File: src/rtl/i2c_arbiter.sv
// i2c_arbiter: round-robin arbiter sharing one I2C byte engine between NREQ requesters,
// with send strobe, ready-handshake tracking, timeout and illegal-length error reporting.
module i2c_arbiter #(
    parameter int NREQ    = 2,
    parameter int NBYTES  = 3,
    parameter int NBW     = $clog2(NBYTES + 1),
    parameter int TIMEOUT = 2_000_000
) (
    input  logic                       clk_i,
    input  logic                       rst_n_i,
    input  logic [NREQ-1:0]            req_i,
    input  logic [NREQ*NBW-1:0]        nbytes_i,
    input  logic [NREQ*NBYTES*8-1:0]   data_i,
    output logic [NREQ-1:0]            grant_o,
    output logic [NREQ-1:0]            done_o,
    output logic [NREQ-1:0]            err_o,
    output logic                       busy_o,
    output logic                       eng_send_o,
    output logic [NBW-1:0]             eng_nbytes_o,
    output logic [NBYTES*8-1:0]        eng_data_o,
    input  logic                       eng_ready_i
);
    localparam int IW = $clog2(NREQ);
    localparam int TW = $clog2(TIMEOUT + 1);

    typedef enum logic [2:0] {IDLE, ISSUE, WAIT_LO, WAIT_HI, RELEASE} state_t;

    state_t                 state_q;
    logic [IW-1:0]          ptr_q;
    logic [IW-1:0]          gidx_q;
    logic [TW-1:0]          timer_q;
    logic                   err_q;
    logic [NREQ-1:0]        grant_q;
    logic [NBW-1:0]         nbytes_q;
    logic [NBYTES*8-1:0]    data_q;
    logic [IW-1:0]          win_idx;
    logic                   win_vld;
    logic [NBW-1:0]         win_nb;
    int                     j;

    // Scan downward so the lowest offset from ptr is the last (winning) assignment.
    always_comb begin
        win_vld = 1'b0;
        win_idx = '0;
        j = 0;
        for (int k = NREQ - 1; k >= 0; k--) begin
            j = int'(ptr_q) + k;
            if (j >= NREQ) j = j - NREQ;
            if (req_i[IW'(j)]) begin
                win_vld = 1'b1;
                win_idx = IW'(j);
            end
        end
        win_nb = nbytes_i[int'(win_idx)*NBW +: NBW];
    end

    always_ff @(posedge clk_i or negedge rst_n_i) begin
        if (!rst_n_i) begin
            state_q  <= IDLE;
            ptr_q    <= '0;
            gidx_q   <= '0;
            timer_q  <= '0;
            err_q    <= 1'b0;
            grant_q  <= '0;
            nbytes_q <= '0;
            data_q   <= '0;
        end else begin
            case (state_q)
                IDLE: if (win_vld && eng_ready_i) begin
                    grant_q  <= NREQ'(1) << win_idx;
                    gidx_q   <= win_idx;
                    nbytes_q <= win_nb;
                    data_q   <= data_i[int'(win_idx)*NBYTES*8 +: NBYTES*8];
                    if (win_nb == '0 || win_nb > NBW'(NBYTES)) begin
                        err_q   <= 1'b1;
                        state_q <= RELEASE;
                    end else begin
                        state_q <= ISSUE;
                    end
                end
                ISSUE: begin
                    timer_q <= '0;
                    state_q <= WAIT_LO;
                end
                WAIT_LO, WAIT_HI: begin
                    if (timer_q != TW'(TIMEOUT)) timer_q <= timer_q + TW'(1);
                    if (timer_q == TW'(TIMEOUT - 1)) begin
                        err_q   <= 1'b1;
                        state_q <= RELEASE;
                    end else if (state_q == WAIT_LO && !eng_ready_i) begin
                        state_q <= WAIT_HI;
                    end else if (state_q == WAIT_HI && eng_ready_i) begin
                        state_q <= RELEASE;
                    end
                end
                RELEASE: begin
                    ptr_q   <= (gidx_q == IW'(NREQ - 1)) ? '0 : gidx_q + IW'(1);
                    grant_q <= '0;
                    err_q   <= 1'b0;
                    state_q <= IDLE;
                end
                default: state_q <= IDLE;
            endcase
        end
    end

    assign grant_o      = grant_q;
    assign done_o       = (state_q == RELEASE) ? grant_q : '0;
    assign err_o        = done_o & {NREQ{err_q}};
    assign busy_o       = state_q != IDLE;
    assign eng_send_o   = state_q == ISSUE;
    assign eng_nbytes_o = nbytes_q;
    assign eng_data_o   = data_q;
endmodule

File: config.mk
export PLATFORM = sky130hd
export DESIGN_NAME = i2c_arbiter
export DESIGN_NICKNAME = d
export VERILOG_FILES = /design/src/rtl/i2c_arbiter.sv
export SDC_FILE = /design/constraint.sdc
export NUM_CORES = 1
export LEC_CHECK = 0
export BUFFER_PORTS_ARGS = -buffer_cell sky130_fd_sc_hd__buf_2
export CAP_MARGIN = 20
export CORE_MARGIN = 2
export CORE_UTILIZATION = 45
export DETAILED_ROUTE_END_ITERATION = 8
export PLACE_DENSITY_LB_ADDON = 0.1
export RECOVER_POWER = 50
export SLEW_MARGIN = 20
export SYNTH_ARGS = -nofsm -noshare
export SYNTH_HDL_FRONTEND = slang
export SYNTH_SLANG_ARGS = --single-unit
File: constraint.sdc
create_clock -name clk_i -period 2.51 [get_ports clk_i]
set_input_delay 0.502 -clock clk_i [delete_from_list [all_inputs] [get_ports clk_i]]
set_output_delay 0.502 -clock clk_i [all_outputs]
set_load 0.02 [all_outputs]
==> results of run 1 <==
sequential cells by signal, indices dropped and copies added (netlist names):
register      count
gidx_q            1
ptr_q             1
eng_data_o       24
timer_q          21
eng_nbytes_o      2
state_q           3
grant_o           2
err_q             1
worst max-delay path, cell delays in order (launching register included):
cell     delay, ns
dfrtp_1       0.48
nor2_1        0.26
and2_1        0.31
and3_1        0.19
buf_2         0.16
synth_stat cells:
master	count
nor4bb_1	1
xnor2_1	1
or3_4	1
o311ai_0	1
inv_1	4
or3b_2	1
and2_1	2
or3_1	3
ha_1	2
o32ai_1	1
o211ai_1	2
nand4b_1	1
nor2b_1	1
nand2b_1	2
and4b_2	1
clkbuf_1	8
nand4_2	2
dfrtp_1	55
and4_1	4
and3b_1	1
buf_2	6
nand4_1	4
nand3b_1	1
a211o_1	1
nor4b_1	1
o21ai_1	5
a22o_1	1
a211oi_1	1
nand3_1	8
a21oi_1	12
mux2_2	1
and4b_1	1
o2111ai_1	1
and3_1	7
nand2_1	47
xor2_1	5
o31ai_1	4
or2_2	1
o21ai_0	28
or2_1	1
a41oi_1	1
or4_1	3
mux2i_1	32
nor3_1	2
nor2_1	16
logic make-up after synthesis:
kind of cell             count (synthesis)
AND/OR/NAND/NOR                        112
AO/OA/AOI/OAI                           58
flip-flops                              55
multiplexers                            33
buffers and inverters                   18
XOR/XNOR                                 6
adder cells (fa/ha/maj)                  2
worst max path at each step:
stage,start,endpoint,depth (start not counted)
after floorplan,state_q[2],eng_send_o,5
after global placement,state_q[1],err_o[0],4
after detailed placement,state_q[1],err_o[0],4
after CTS,state_q[1],err_o[0],4
after global routing,state_q[1],err_o[1],4
final,state_q[1],err_o[0],4
cell type report:
cell class              count  share of cell area
clock inverters             2             0.00483
clock buffers               6              0.0245
well taps                  75              0.0279
inverters                   4             0.00446
flip-flops and latches     55               0.409
repair buffers             94               0.136
multi-input cells         211               0.394
through the flow:
stage	instances	instance area [um2]	hold WS [ns]	power, mW
after global routing	447	3370	0.478	3.42
after floorplan	284	2780	0.206	2.26
final	447	3370	0.395	3.17
after detailed placement	439	3310	0.430	2.73
after CTS	447	3400	0.167	3.25
after global placement	439	3310	0.441	2.69
power by group:
group | switching, mW | total, mW | internal, mW
Clock | 0.293 | 0.518 | 0.226
Combinational | 0.815 | 1.28 | 0.461
Sequential | 0.203 | 1.37 | 1.17
per-layer routing:
metal	part of all wire	up-vias	wire, um
met3	0.052	7	316
met5	0	-	0
li1	-	1192	-
met4	0.012	0	73
met1	0.45	1068	2770
met2	0.48	64	2970
==> flow_summary.json, run 1 <==
{
  "status": "finished, final reports clean",
  "relSlewSlack": 0.223,
  "synth_top_area_share": 0.496,
  "fin_ws_ns": 0.301,
  "routed-via-count": 2331,
  "io_pins": 91,
  "globalRouteMet2Util": 0.289,
  "die-area_mm2": 0.00681,
  "synth-xor-area-share": 0.0189,
  "cts_tree": "built",
  "grt_util_met3": 0.0359,
  "ctsHoldBuffers": 0,
  "htreeDepth": 2,
  "drt.antenna.violating_nets": 0,
  "synth_top_family_by_area": "simple AND/OR/NAND/NOR gates",
  "firstDrtPassIters": 5,
  "fin_nets": 430,
  "layout_common_cells": "buf_2 (71), dfrtp_1 (55), nand2_1 (47)",
  "synth.distinct_cells": 45,
  "cts_buffers": 5,
  "antenna_found_initial": 0,
  "reg2reg_depth": 5,
  "grt-busiest-layer": "met2",
  "yosysWarnings": 0,
  "worstPathRequired_ns": 2.01,
  "syn-instance-count": 284,
  "totalWireLength_mm": 6.13,
  "fmax_mhz": 453,
  "synth_fa_ha_area_frac": 0.00901,
  "post_drt_wl_per_cell_um": 13.7,
  "diodes": 0,
  "hold_viol": 0,
  "grt_max_degree": 56,
  "synth_seq_area_share": 0.496,
  "cp.arrival_ns": 1.71,
  "worstSkewPairLatency_ns": 0.31,
  "r2r_slack_ns": 0.66,
  "cts.clk_slew.worst_paths_ns": 0.10,
  "drive_gt1_frac": 0.245,
  "nFillCells": 573,
  "multiInputGateArea_mm2": 0.00133,
  "max_slew.worst_pin.slew_ns": 1.17,
  "chipWidth_um": 82.6,
  "finalMaxSlewViolations": 0,
  "port_buffers": 89,
  "post-route-period-util": 0.880,
  "synth_area_per_cell_um2": 9.78,
  "cts_resized": 0,
  "timing.rr.start": "state_q[2]",
  "root_buffer": "clkbuf_8",
  "synth_mux_area_frac": 0.119,
  "tns_ns": 0,
  "synthSimpleGateAreaFrac": 0.211,
  "met1_usage": 0.256,
  "start_util": 0.466,
  "synth_compound_area_frac": 0.119,
  "vias_per_cell": 5.21,
  "final_common_cell": "buf_2",
  "drv_cap": 0,
  "place_ws_ns": 0.647,
  "startpoint_type": "register",
  "grt_pass1_wl_mm": 9.43,
  "drt_iter0_drc": 82,
  "r2r_end": "timer_q[1]",
  "static-leakage-power_nw": 1.78,
  "core_area_mm2": 0.00596,
  "gp_congestion": 0.805,
  "min_period_ns": 2.21,
  "rsz0062_at_grt": "no",
  "synth_area_leaders": "dfrtp_1 (50%), mux2i_1 (12%), nand2_1 (6.4%), o21ai_0 (5.0%), a21oi_1 (2.2%)",
  "syn_to_final_growth_pct": 21.3,
  "cts_max_path_buffers": 2,
  "endpoint_kind": "output port",
  "drc": 0,
  "post_cts_buffers": 0,
  "grt_overflow": 0,
  "p_per_area_mw_per_mm2": 941,
  "hpwl_mm": 4.51,
  "placement_rows": 28,
  "critPathKind": "register to output port",
  "setup_viol": 0,
  "hp-class": "input port to asynchronous set/reset pin",
  "seqCellArea_mm2": 0.00138,
  "track_usage": 0.183,
  "clock_skew_ns": 0.0101,
  "cts.sinks": 55,
  "final_util": 0.565,
  "ir_drop_mv": 0.593,
  "synth_nets": 343,
  "yosysTopAreaCell": "dfrtp_1",
  "grt_pass1_vias": 2001,
  "synth-seq-cells": 55,
  "netlist_area_mm2": 0.00278,
  "die_y_um": 82.6,
  "path_max_fanout": 9
}
No activity file was read; power rests on OpenSTA's default activity.
==> inputs of run 2 (changes only) <==
- CELL_PAD_IN_SITES_DETAIL_PLACEMENT: unset -> 0
- CELL_PAD_IN_SITES_GLOBAL_PLACEMENT: unset -> 1
- CORE_UTILIZATION: 45 -> 38
==> run 2 against run 1 <==
Compared with the run above: die area increased by 17%; core utilization decreased by 8.8 points; flip-flop and latch count unchanged; count of clock-buffer cells in the layout unchanged; setup slack got worse by 0.076 ns; first-iteration DRC count decreased by 13%; critical path depth unchanged; largest cell class unchanged.
==> flow_summary.json, run 2 (synthesized netlist as in run 1, its figures left out) <==
{
  "status": "finished, final reports clean",
  "gp_congestion": 0.757,
  "rsz0062_at_grt": "no",
  "cp.arrival_ns": 1.78,
  "port_buffers": 89,
  "firstDrtPassIters": 4,
  "clockPowerShare": 0.207,
  "io_pins": 91,
  "drt.antenna.violating_nets": 0,
  "clock_skew_ns": 0.00823,
  "placement_rows": 31,
  "largest_reg_flops": 24,
  "cts.sinks": 55,
  "grt_max_degree": 56,
  "worstSkewPairLatency_ns": 0.31,
  "drc": 0,
  "hp-class": "input port to asynchronous set/reset pin",
  "ir_drop_mv": 0.399,
  "diodes": 0,
  "ctsHoldBuffers": 0,
  "final_util": 0.477,
  "grt_pass1_vias": 2122,
  "startpoint_type": "register",
  "hold_viol": 0,
  "chipWidth_um": 89.5,
  "worstPathRequired_ns": 2.01,
  "path_max_fanout": 9,
  "totalWireLength_mm": 6.41,
  "post_cts_buffers": 0,
  "critPathKind": "register to output port",
  "grt_overflow": 0,
  "cts_resized": 0,
  "htreeDepth": 2,
  "p_seq_frac": 0.411,
  "core_area_mm2": 0.00718,
  "drive_gt1_frac": 0.243,
  "final_common_cell": "buf_2",
  "cts_max_path_buffers": 2,
  "fin_nets": 429,
  "p_per_area_mw_per_mm2": 977,
  "power.internal_mw": 2.03,
  "grt_pass1_wl_mm": 10.1,
  "final_area_mm2": 0.00342,
  "endpoint_kind": "output port",
  "max_slew.worst_pin.slew_ns": 1.22,
  "cts_tree": "built",
  "drt_iter0_drc": 71,
  "routed-via-count": 2364,
  "min_period_ns": 2.29,
  "post-route-period-util": 0.910,
  "static-leakage-power_nw": 1.79,
  "drv_cap": 0,
  "power_switching_mw": 1.31,
  "fmax_mhz": 438,
  "finalMaxSlewViolations": 0,
  "die-area_mm2": 0.00801,
  "cts_buffers": 5,
  "combPwrFrac": 0.382,
  "post_drt_wl_per_cell_um": 13.6,
  "die_y_um": 89.5,
  "track_usage": 0.163,
  "start_util": 0.387,
  "placed_cell_area_mm2": 0.00333,
  "root_buffer": "clkbuf_8",
  "tns_ns": 0,
  "syn_to_final_growth_pct": 23.3,
  "vias_per_cell": 5.03,
  "whs_ns": 0.413,
  "cts.clk_slew.worst_paths_ns": 0.10,
  "setup_viol": 0,
  "antenna_found_initial": 0,
  "swShare": 0.392,
  "hpwl_mm": 4.66,
  "layout_common_cells": "buf_2 (72), dfrtp_1 (55), nand2_1 (47)",
  "relSlewSlack": 0.185
}
[run 2: final cells by class]
cell class | instances | area, um2
Clock inverter | 2 | 60.1
Fill cell | 724 | 3750
Clock buffer | 6 | 72.6
Multi-Input combinational cell | 211 | 1330
Sequential cell | 55 | 1380
Inverter | 4 | 15.0
Tap cell | 99 | 124
Timing Repair Buffer | 93 | 452
[run 2: worst max-delay path, stage by stage (launching register included)]
cell	delay, ns
dfrtp_1	0.48
nor2_1	0.28
and2_0	0.37
and3_1	0.20
buf_2	0.15
[run 2: per-stage QoR]
stage	cells	setup slack (ns)	power [mW]
after floorplan	284	0.498	2.26
after CTS	470	0.286	3.44
after global routing	470	0.0925	3.61
after global placement	462	0.572	2.70
after detailed placement	462	0.571	2.73
final	470	0.225	3.34
[run 2: path summary, 6_finish.rpt]
| kind | from | cells past startpoint | slack, ns | to |
|---|---|---|---|---|
| worst max register to register | timer_q[8] | 4 | 0.56 | timer_q[1] |
| max in group asynchronous | rst_n_i | 2 | 0.63 | eng_data_o[6] |
| worst min register to register | gidx_q | 1 | 0.45 | ptr_q |
| worst max-delay path | state_q[1] | 4 | 0.22 | err_o[1] |
| worst min-delay path | rst_n_i | 1 | 0.41 | timer_q[20] |
| min in group clk_i | gidx_q | 1 | 0.45 | ptr_q |
[run 2: power groups by stage]
stage | Combinational, mW | Clock, mW | Sequential (mW)
2_1_floorplan | 0.647 | 0 | 1.62
3_3_place_gp | 1.32 | 0 | 1.38
4_1_cts | 1.34 | 0.720 | 1.37
6_report | 1.28 | 0.693 | 1.37
5_1_grt | 1.44 | 0.753 | 1.42
3_5_place_dp | 1.34 | 0 | 1.39
[run 2: routing by layer]
layer | part of all wire | GRT usage
met5 | 0 | 0
met4 | 0.011 | 0.0448
met3 | 0.044 | 0.0388
met2 | 0.49 | 0.268
met1 | 0.46 | 0.217
